`config.mk`:
```
export PLATFORM = sky130hd
export DESIGN_NAME = alu_execute_flat
export DESIGN_NICKNAME = d
export VERILOG_FILES = /design/src/rtl/alu_execute_if.sv /design/src/rtl/alu_execute.sv /design/src/flat_wrapper.sv
export SDC_FILE = /design/constraint.sdc
export NUM_CORES = 1
export LEC_CHECK = 0
export ABC_AREA = 1
export CORE_MARGIN = 3
export CORE_UTILIZATION = 50
export CTS_BUF_LIST = sky130_fd_sc_hd__clkbuf_4
export DETAILED_ROUTE_END_ITERATION = 7
export PLACE_DENSITY = 0.78
export SYNTH_ARGS = -nofsm -noshare
export SYNTH_HDL_FRONTEND = slang
export SYNTH_SLANG_ARGS = --single-unit
```
`constraint.sdc`:
```
create_clock -name clk -period 9.56 [get_ports clk]
set_clock_uncertainty 0.15 [all_clocks]
set_input_delay 2.868 -clock clk [delete_from_list [all_inputs] [get_ports clk]]
set_output_delay 2.868 -clock clk [all_outputs]
set_load 0.02 [all_outputs]
```
`src/rtl/alu_execute_if.sv`:
```
// Issue and writeback signals between the register file and the execute stage.
interface alu_execute_if #(
    parameter int unsigned DATA_WIDTH = 16,
    parameter int unsigned ADDR_WIDTH = 4,
    parameter int unsigned OP_WIDTH   = 4
);
    logic                  in_valid;
    logic                  in_ready;
    logic [OP_WIDTH-1:0]   op;
    logic [DATA_WIDTH-1:0] a;
    logic [DATA_WIDTH-1:0] b;
    logic [ADDR_WIDTH-1:0] dest;
    logic                  wb_valid;
    logic                  wb_rw;
    logic [ADDR_WIDTH-1:0] wb_dest;
    logic [DATA_WIDTH-1:0] wb_data;
    logic                  flag_z;
    logic                  flag_n;
    logic                  flag_c;
    logic                  flag_v;
    logic                  busy;

    // Issuer / register-file side
    modport master (
        output in_valid, op, a, b, dest,
        input  in_ready, wb_valid, wb_rw, wb_dest, wb_data,
               flag_z, flag_n, flag_c, flag_v, busy
    );

    // Execute stage side
    modport slave (
        input  in_valid, op, a, b, dest,
        output in_ready, wb_valid, wb_rw, wb_dest, wb_data,
               flag_z, flag_n, flag_c, flag_v, busy
    );
endinterface

```
`src/rtl/alu_execute.sv`:
```
// Execute stage: single-cycle ALU plus a 16-cycle iterative shift-add multiplier,
// driving the register file write port and the status flags.
module alu_execute (
    input  logic         clk,
    input  logic         reset,
    alu_execute_if.slave bus
);
    localparam int unsigned DATA_WIDTH = 16;
    localparam int unsigned ADDR_WIDTH = 4;
    localparam int unsigned OP_WIDTH   = 4;
    localparam int unsigned CNT_WIDTH  = 4;

    localparam logic [OP_WIDTH-1:0] OP_ADD = 4'd0;
    localparam logic [OP_WIDTH-1:0] OP_SUB = 4'd1;
    localparam logic [OP_WIDTH-1:0] OP_AND = 4'd2;
    localparam logic [OP_WIDTH-1:0] OP_OR  = 4'd3;
    localparam logic [OP_WIDTH-1:0] OP_XOR = 4'd4;
    localparam logic [OP_WIDTH-1:0] OP_NOT = 4'd5;
    localparam logic [OP_WIDTH-1:0] OP_SHL = 4'd6;
    localparam logic [OP_WIDTH-1:0] OP_SHR = 4'd7;
    localparam logic [OP_WIDTH-1:0] OP_SRA = 4'd8;
    localparam logic [OP_WIDTH-1:0] OP_MUL = 4'd9;
    localparam logic [OP_WIDTH-1:0] OP_MOV = 4'd10;
    localparam logic [OP_WIDTH-1:0] OP_SLT = 4'd11;

    typedef enum logic {
        ST_IDLE = 1'b0,
        ST_MUL  = 1'b1
    } state_t;

    state_t                state_q, state_d;
    logic [DATA_WIDTH-1:0] mcand_q, mcand_d;
    logic [DATA_WIDTH-1:0] mplier_q, mplier_d;
    logic [DATA_WIDTH-1:0] acc_q, acc_d;
    logic [CNT_WIDTH-1:0]  cnt_q, cnt_d;
    logic                  wb_valid_q, wb_valid_d;
    logic [ADDR_WIDTH-1:0] wb_dest_q, wb_dest_d;
    logic [DATA_WIDTH-1:0] wb_data_q, wb_data_d;
    logic                  flag_z_q, flag_z_d;
    logic                  flag_n_q, flag_n_d;
    logic                  flag_c_q, flag_c_d;
    logic                  flag_v_q, flag_v_d;

    logic                  in_ready;
    logic                  accept;
    logic [DATA_WIDTH:0]   sum_ext;
    logic [DATA_WIDTH-1:0] diff;
    logic [3:0]            shamt;
    logic                  slt;
    logic [DATA_WIDTH-1:0] alu_res;
    logic                  alu_c;
    logic                  alu_v;
    logic                  alu_wr;
    logic [DATA_WIDTH-1:0] acc_sum;

    assign in_ready = (state_q == ST_IDLE) && !reset;
    assign accept   = bus.in_valid && in_ready;
    assign sum_ext  = {1'b0, bus.a} + {1'b0, bus.b};
    assign diff     = bus.a - bus.b;
    assign shamt    = bus.b[3:0];
    assign slt      = $signed(bus.a) < $signed(bus.b);
    assign acc_sum  = acc_q + (mplier_q[0] ? mcand_q : DATA_WIDTH'(0));

    // Single-cycle result, carry/overflow and write-enable for the issued opcode
    always_comb begin
        alu_res = '0;
        alu_c   = 1'b0;
        alu_v   = 1'b0;
        alu_wr  = 1'b1;
        case (bus.op)
            OP_ADD: begin
                alu_res = sum_ext[DATA_WIDTH-1:0];
                alu_c   = sum_ext[DATA_WIDTH];
                alu_v   = (bus.a[15] == bus.b[15]) && (sum_ext[15] != bus.a[15]);
            end
            OP_SUB: begin
                alu_res = diff;
                alu_c   = bus.a < bus.b;
                alu_v   = (bus.a[15] != bus.b[15]) && (diff[15] != bus.a[15]);
            end
            OP_AND:  alu_res = bus.a & bus.b;
            OP_OR:   alu_res = bus.a | bus.b;
            OP_XOR:  alu_res = bus.a ^ bus.b;
            OP_NOT:  alu_res = ~bus.a;
            OP_SHL:  alu_res = bus.a << shamt;
            OP_SHR:  alu_res = bus.a >> shamt;
            OP_SRA:  alu_res = DATA_WIDTH'($signed(bus.a) >>> shamt);
            OP_MOV:  alu_res = bus.b;
            OP_SLT:  alu_res = DATA_WIDTH'(slt);
            default: alu_wr  = 1'b0;
        endcase
    end

    // Next-state, multiplier datapath and writeback register updates
    always_comb begin
        state_d    = state_q;
        mcand_d    = mcand_q;
        mplier_d   = mplier_q;
        acc_d      = acc_q;
        cnt_d      = cnt_q;
        wb_valid_d = 1'b0;
        wb_dest_d  = wb_dest_q;
        wb_data_d  = wb_data_q;
        flag_z_d   = flag_z_q;
        flag_n_d   = flag_n_q;
        flag_c_d   = flag_c_q;
        flag_v_d   = flag_v_q;
        case (state_q)
            ST_IDLE: begin
                if (accept) begin
                    if (bus.op == OP_MUL) begin
                        mcand_d  = bus.a;
                        mplier_d = bus.b;
                        acc_d    = '0;
                        cnt_d    = '0;
                        state_d  = ST_MUL;
                    end else if (alu_wr) begin
                        wb_valid_d = 1'b1;
                        wb_dest_d  = bus.dest;
                        wb_data_d  = alu_res;
                        flag_z_d   = (alu_res == '0);
                        flag_n_d   = alu_res[15];
                        flag_c_d   = alu_c;
                        flag_v_d   = alu_v;
                    end
                end
            end
            ST_MUL: begin
                acc_d    = acc_sum;
                mcand_d  = mcand_q << 1;
                mplier_d = mplier_q >> 1;
                cnt_d    = cnt_q + CNT_WIDTH'(1);
                if (cnt_q == CNT_WIDTH'(15)) begin
                    wb_valid_d = 1'b1;
                    wb_dest_d  = wb_dest_q;
                    wb_data_d  = acc_sum;
                    flag_z_d   = (acc_sum == '0);
                    flag_n_d   = acc_sum[15];
                    flag_c_d   = 1'b0;
                    flag_v_d   = 1'b0;
                    state_d    = ST_IDLE;
                end
            end
            default: state_d = ST_IDLE;
        endcase
    end

    // MUL destination is captured at accept so it survives the iteration
    logic [ADDR_WIDTH-1:0] mul_dest_q;
    always_ff @(posedge clk) begin
        if (reset) begin
            mul_dest_q <= '0;
        end else if (accept && bus.op == OP_MUL) begin
            mul_dest_q <= bus.dest;
        end
    end

    // State and datapath registers with synchronous reset
    always_ff @(posedge clk) begin
        if (reset) begin
            state_q    <= ST_IDLE;
            mcand_q    <= '0;
            mplier_q   <= '0;
            acc_q      <= '0;
            cnt_q      <= '0;
            wb_valid_q <= 1'b0;
            wb_dest_q  <= '0;
            wb_data_q  <= '0;
            flag_z_q   <= 1'b0;
            flag_n_q   <= 1'b0;
            flag_c_q   <= 1'b0;
            flag_v_q   <= 1'b0;
        end else begin
            state_q    <= state_d;
            mcand_q    <= mcand_d;
            mplier_q   <= mplier_d;
            acc_q      <= acc_d;
            cnt_q      <= cnt_d;
            wb_valid_q <= wb_valid_d;
            wb_dest_q  <= (state_q == ST_MUL && wb_valid_d) ? mul_dest_q : wb_dest_d;
            wb_data_q  <= wb_data_d;
            flag_z_q   <= flag_z_d;
            flag_n_q   <= flag_n_d;
            flag_c_q   <= flag_c_d;
            flag_v_q   <= flag_v_d;
        end
    end

    assign bus.in_ready = in_ready;
    assign bus.wb_valid = wb_valid_q;
    assign bus.wb_rw    = wb_valid_q;
    assign bus.wb_dest  = wb_dest_q;
    assign bus.wb_data  = wb_data_q;
    assign bus.flag_z   = flag_z_q;
    assign bus.flag_n   = flag_n_q;
    assign bus.flag_c   = flag_c_q;
    assign bus.flag_v   = flag_v_q;
    assign bus.busy     = (state_q == ST_MUL);
endmodule

```
`src/flat_wrapper.sv`:
```
// flat-port wrapper written by rule: the top's interface ports become plain ports
module alu_execute_flat 
  (clk, reset, bus_in_valid, bus_op, bus_a, bus_b, bus_dest, bus_in_ready, bus_wb_valid, bus_wb_rw, bus_wb_dest, bus_wb_data, bus_flag_z, bus_flag_n, bus_flag_c, bus_flag_v, bus_busy);
  alu_execute_if bus_i ();
  input  logic clk;
  input  logic reset;
  input wire logic [$bits(bus_i.in_valid)-1:0] bus_in_valid;
  input wire logic [$bits(bus_i.op)-1:0] bus_op;
  input wire logic [$bits(bus_i.a)-1:0] bus_a;
  input wire logic [$bits(bus_i.b)-1:0] bus_b;
  input wire logic [$bits(bus_i.dest)-1:0] bus_dest;
  output wire logic [$bits(bus_i.in_ready)-1:0] bus_in_ready;
  output wire logic [$bits(bus_i.wb_valid)-1:0] bus_wb_valid;
  output wire logic [$bits(bus_i.wb_rw)-1:0] bus_wb_rw;
  output wire logic [$bits(bus_i.wb_dest)-1:0] bus_wb_dest;
  output wire logic [$bits(bus_i.wb_data)-1:0] bus_wb_data;
  output wire logic [$bits(bus_i.flag_z)-1:0] bus_flag_z;
  output wire logic [$bits(bus_i.flag_n)-1:0] bus_flag_n;
  output wire logic [$bits(bus_i.flag_c)-1:0] bus_flag_c;
  output wire logic [$bits(bus_i.flag_v)-1:0] bus_flag_v;
  output wire logic [$bits(bus_i.busy)-1:0] bus_busy;
  assign bus_i.in_valid = bus_in_valid;
  assign bus_i.op = bus_op;
  assign bus_i.a = bus_a;
  assign bus_i.b = bus_b;
  assign bus_i.dest = bus_dest;
  assign bus_in_ready = bus_i.in_ready;
  assign bus_wb_valid = bus_i.wb_valid;
  assign bus_wb_rw = bus_i.wb_rw;
  assign bus_wb_dest = bus_i.wb_dest;
  assign bus_wb_data = bus_i.wb_data;
  assign bus_flag_z = bus_i.flag_z;
  assign bus_flag_n = bus_i.flag_n;
  assign bus_flag_c = bus_i.flag_c;
  assign bus_flag_v = bus_i.flag_v;
  assign bus_busy = bus_i.busy;
  alu_execute u_core (.clk(clk), .reset(reset), .bus(bus_i));
endmodule
```
* After elaboration in Yosys (flattened, before gate mapping) *
Index checks and enable logic that the tools add are counted.

storage, ports and cells
  register bits = 82
  input bits = 43

cells by class
  add/subtract/negate cells = 4
  $lt $le $gt $ge = 2
  eq/ne operators = 25
  shift-type cells = 3
  muxes and demuxes = 55
  bitwise gates (word level) = 5
  reductions and logical operators = 14

operators with widths
  kind                                                                   count
  16-bit 2-to-1 mux                                                      11
  16-bit case mux with 11 select lines                                   1
  16-bit case mux with 2 select lines                                    4
  16-bit zero test                                                       2
  16-bit < comparator                                                    2
  4-bit 2-to-1 mux                                                       7
  1-bit 2-to-1 mux                                                       23
  4-bit equality test, second input constant                             5
  16-bit by 16-bit adder with 17-bit output                              1
  16-bit adder                                                           1
  16-bit bitwise AND                                                     1
  4-bit by 3-bit equality test with 1-bit output, second input constant  4
  16-bit NOT                                                             1
  16-bit OR                                                              1
  1-bit case mux with 2 select lines                                     8
  16-bit by 4-bit left shift with 16-bit output                          1
  16-bit by 4-bit >> shifter with 16-bit output                          1
  16-bit by 4-bit >>> shifter with 16-bit output                         1
  16-bit subtractor                                                      1
  16-bit XOR                                                             1
  11-bit OR reduction                                                    1
  4-bit by 2-bit equality test with 1-bit output, second input constant  2
  2-bit inequality test, second input constant                           4
  4-bit case mux with 2 select lines                                     1
  13 further kinds                                                       23

* Logic depth before layout (Yosys ltp) *
  depth in word-level cells = 10
  gate-level depth with buffers = 21
  gate-level depth less buffers = 20

* Least setup slack after synthesis *
No wires, ideal clock.

  path type = input-to-output
  start point = input reset
  end point = output bus_in_ready
  arrival = 3,333 ps
  slack = 3,209 ps
  stages = 2
  path buffers = 1
  path through = buf_2 -> nor2_1

on the way
  longest elaborated chain between the ends = 2

RTL lines
  element             line                RTL
  start: declaration  flat_wrapper.sv:6   input logic reset;
  1-bit zero test     alu_execute.sv:56   assign in_ready = (state_q == ST_IDLE) && !reset;
  1-bit logical AND   alu_execute.sv:56
  end: declaration    flat_wrapper.sv:12  output wire logic [$bits(bus_i.in_ready)-1:0] bus_in_ready;

Every way passes these cells.

* Worst setup path in the final report *
Same ends and word-level chain as after synthesis.

==> impl_metrics.tcl <==
set metrics [dict create \
    outcome "finished clean" \
    ir_drop_mv 0.0705 \
    dieHeight_um 138 \
    ant_nets 0 \
    rr_worst_depth 9 \
    first_global_vias 8866 \
    r2r-end "u_core.acc_q[1]" \
    cts_buffers 9 \
    startpoint_type "input port" \
    area_growth_pct 9.77 \
    power_leakage_nw 4.69 \
    grt_max_degree 64 \
    synth_area_um2 8670 \
    ys_types 43 \
    post-route-period-util_pct 71.0 \
    globalRoute.totalOverflow 0 \
    tns_ns 0 \
    core.rowCount 47 \
    yosysWarningCount 0 \
    synth_fp_nets 1635 \
    finalPower_uw 872 \
    numPortBuffers 70 \
    avgSynthCellArea_um2 5.71 \
    holdCritStartpoint "u_core.acc_q[0]" \
    cts_tree "done" \
    cts_root_buf "clkbuf_4" \
    antenna_cells 0 \
    cp.required_ns 6.54 \
    core_area_um2 16800 \
    report.final.hold_viol_count 0 \
    rsz0062_at_grt "false" \
    grt_pass1_wl_um 48200 \
    clk-insertion-delay-late_ns 0.47 \
    holdBufCountCts 0 \
    wl_per_cell_um 18.1 \
    hpwl_um 25000 \
    rrSetupSlack_ns 5.89 \
    antenna_found_initial 0 \
    mostFrequentLayoutCells "nand2_1 (518), nand3_1 (191), inv_1 (150)" \
    clk_path_buf_depth 2 \
    min_to "u_core.acc_q[0]" \
    fin_nets 1659 \
    ys_seq_area_share_pct 18.7 \
    vias 10229 \
    cap_violations 0 \
    final_common_cell "nand2_1" \
    die_area_um2 19000 \
    post_cts_buffers 0 \
    grtUsageTotal_pct 33.0 \
    post-route-min-period_ns 6.79 \
    final_max_slew_viol_count 0 \
    r2r-start "u_core.bus.busy" \
    cts.sinks 81 \
    firstDrtPassIters 5 \
    drc 0 \
    cts_resized 0 \
    min_delay_path_depth 2 \
    power_density_nw_per_um2 91.7 \
    h-tree-depth 3 \
    slew_headroom_pct 21.4 \
    ios 71 \
    worstMarginPinSlew_ns 1.18 \
    ys_ff_latch 81 \
    postSynthCellCount 1519 \
    layout-drive-gt1-share_pct 4.72 \
    drt-total-wl_um 31900 \
    crit_fanout 2 \
    setup_viol 0 \
    path_class "in -> out" \
    min_path_type "reg -> reg" \
    gp_congestion 1.05 \
    viasPerCell 5.79 \
    arrival_ns 3.77 \
    crit_path_end_kind "primary output" \
    max_freq_mhz 147 \
    start_util_pct 51.7 \
    die-width_um 138 \
    clk_pin_slew_ns 0.14 \
    first_iter_violations 913 \
]
## cell families (layout without fill, tap and decap cells)
group,after synthesis,count (layout),synth area share [%]
buffers and inverters,226,255,10.8
adder cells (fa/ha/maj),73,73,10.8
AND/OR/NAND/NOR,910,910,44.2
XOR/XNOR,8,8,0.808
flip-flops,81,81,18.7
AO/OA/AOI/OAI,221,221,14.6
## per-layer routing
layer | up-vias | GRT usage [%] | share of wire, %
li1 | 5002 | - | -
met4 | 0 | 11.8 | 3.2
met3 | 75 | 4.38 | 9.0
met2 | 494 | 52.5 | 45
met1 | 4658 | 45.6 | 43
met5 | - | 0 | 0
## critical path, cell delays in order
cell and delay (ns):
buf_2 0.10, nor2_1 0.14, clkdlybuf4s50_1 0.65
## through the flow
step | hold slack (ns) | instance area, µm² | instances | setup WS, ns | utilization (%)
2_1_floorplan | 0.290 | 8670 | 1519 | 3.21 | -
3_3_place_gp | 0.300 | 9380 | 1752 | 2.74 | 56.0
3_5_place_dp | 0.311 | 9380 | 1752 | 2.65 | 56.0
4_1_cts | 0.330 | 9510 | 1768 | 2.76 | 56.8
5_1_grt | 0.341 | 9510 | 1768 | 2.62 | 56.8
6_report | 0.330 | 9510 | 1768 | 2.77 | 56.8
## synthesized netlist by cell type, drive strengths merged
cell type | count | area share [%]
nand3b | 7 | 0.61
and2 | 1 | 0.072
a21o | 1 | 0.087
o21bai | 5 | 0.43
a21oi | 94 | 5.5
fa | 3 | 0.69
inv | 159 | 6.9
nand4 | 14 | 1.0
a22oi | 18 | 1.6
a31oi | 25 | 1.8
nand3 | 194 | 11
clkbuf | 28 | 1.2
xor2 | 7 | 0.71
o21ai | 47 | 2.7
xnor2 | 1 | 0.10
buf | 38 | 2.7
nor3 | 5 | 0.29
o21a | 2 | 0.17
clkinv | 1 | 0.043
o31ai | 1 | 0.087
o22ai | 12 | 0.87
a21boi | 3 | 0.26
nand2 | 532 | 24
and3 | 1 | 0.072
o211ai | 9 | 0.78
a311oi | 4 | 0.40
dfxtp | 81 | 19
nor2 | 151 | 6.9
ha | 70 | 10
or2 | 5 | 0.36
## report_power, final
part	internal [mW]	switching [mW]	total (mW)
registers	0.345	0.00479	0.350
logic	0.103	0.222	0.325
clock network	0.0584	0.139	0.197
total	0.506	0.365	0.872
## registers in the layout, summed over array words and instances, names as in the netlist
| register | flops |
|---|---|
| u_core.acc_q | 16 |
| u_core.bus.busy | 1 |
| u_core.bus.flag_c | 1 |
| u_core.bus.flag_v | 1 |
| u_core.bus.flag_z | 1 |
| u_core.bus.wb_data | 16 |
| u_core.bus.wb_dest | 4 |
| u_core.bus.wb_rw | 1 |
| u_core.cnt_q | 4 |
| u_core.mcand_q | 16 |
| u_core.mplier_q | 16 |
| u_core.mul_dest_q | 4 |
## layout make-up
cell class / instances / area (µm²)
Clock inverter: 7 / 62.6
Clock buffer: 9 / 67.6
Timing Repair Buffer: 79 / 763
Tap cell: 220 / 275
Multi-Input combinational cell: 1212 / 6120
Inverter: 160 / 603
Sequential cell: 81 / 1620
Fill cell: 1821 / 7250
## worst max-delay path by stage
stage | cells after the start | endpoint | start | slack [ns]
finish | 3 | bus_in_ready | reset | 2.77
global route | 20 | u_core.bus.flag_z | bus_b[3] | 2.62
CTS | 3 | bus_in_ready | reset | 2.76
detailed placement | 20 | u_core.bus.flag_z | bus_b[3] | 2.65
global placement | 20 | u_core.bus.flag_z | bus_b[3] | 2.74
floorplan | 2 | bus_in_ready | reset | 3.21
Power figures use the tool's default switching activity.
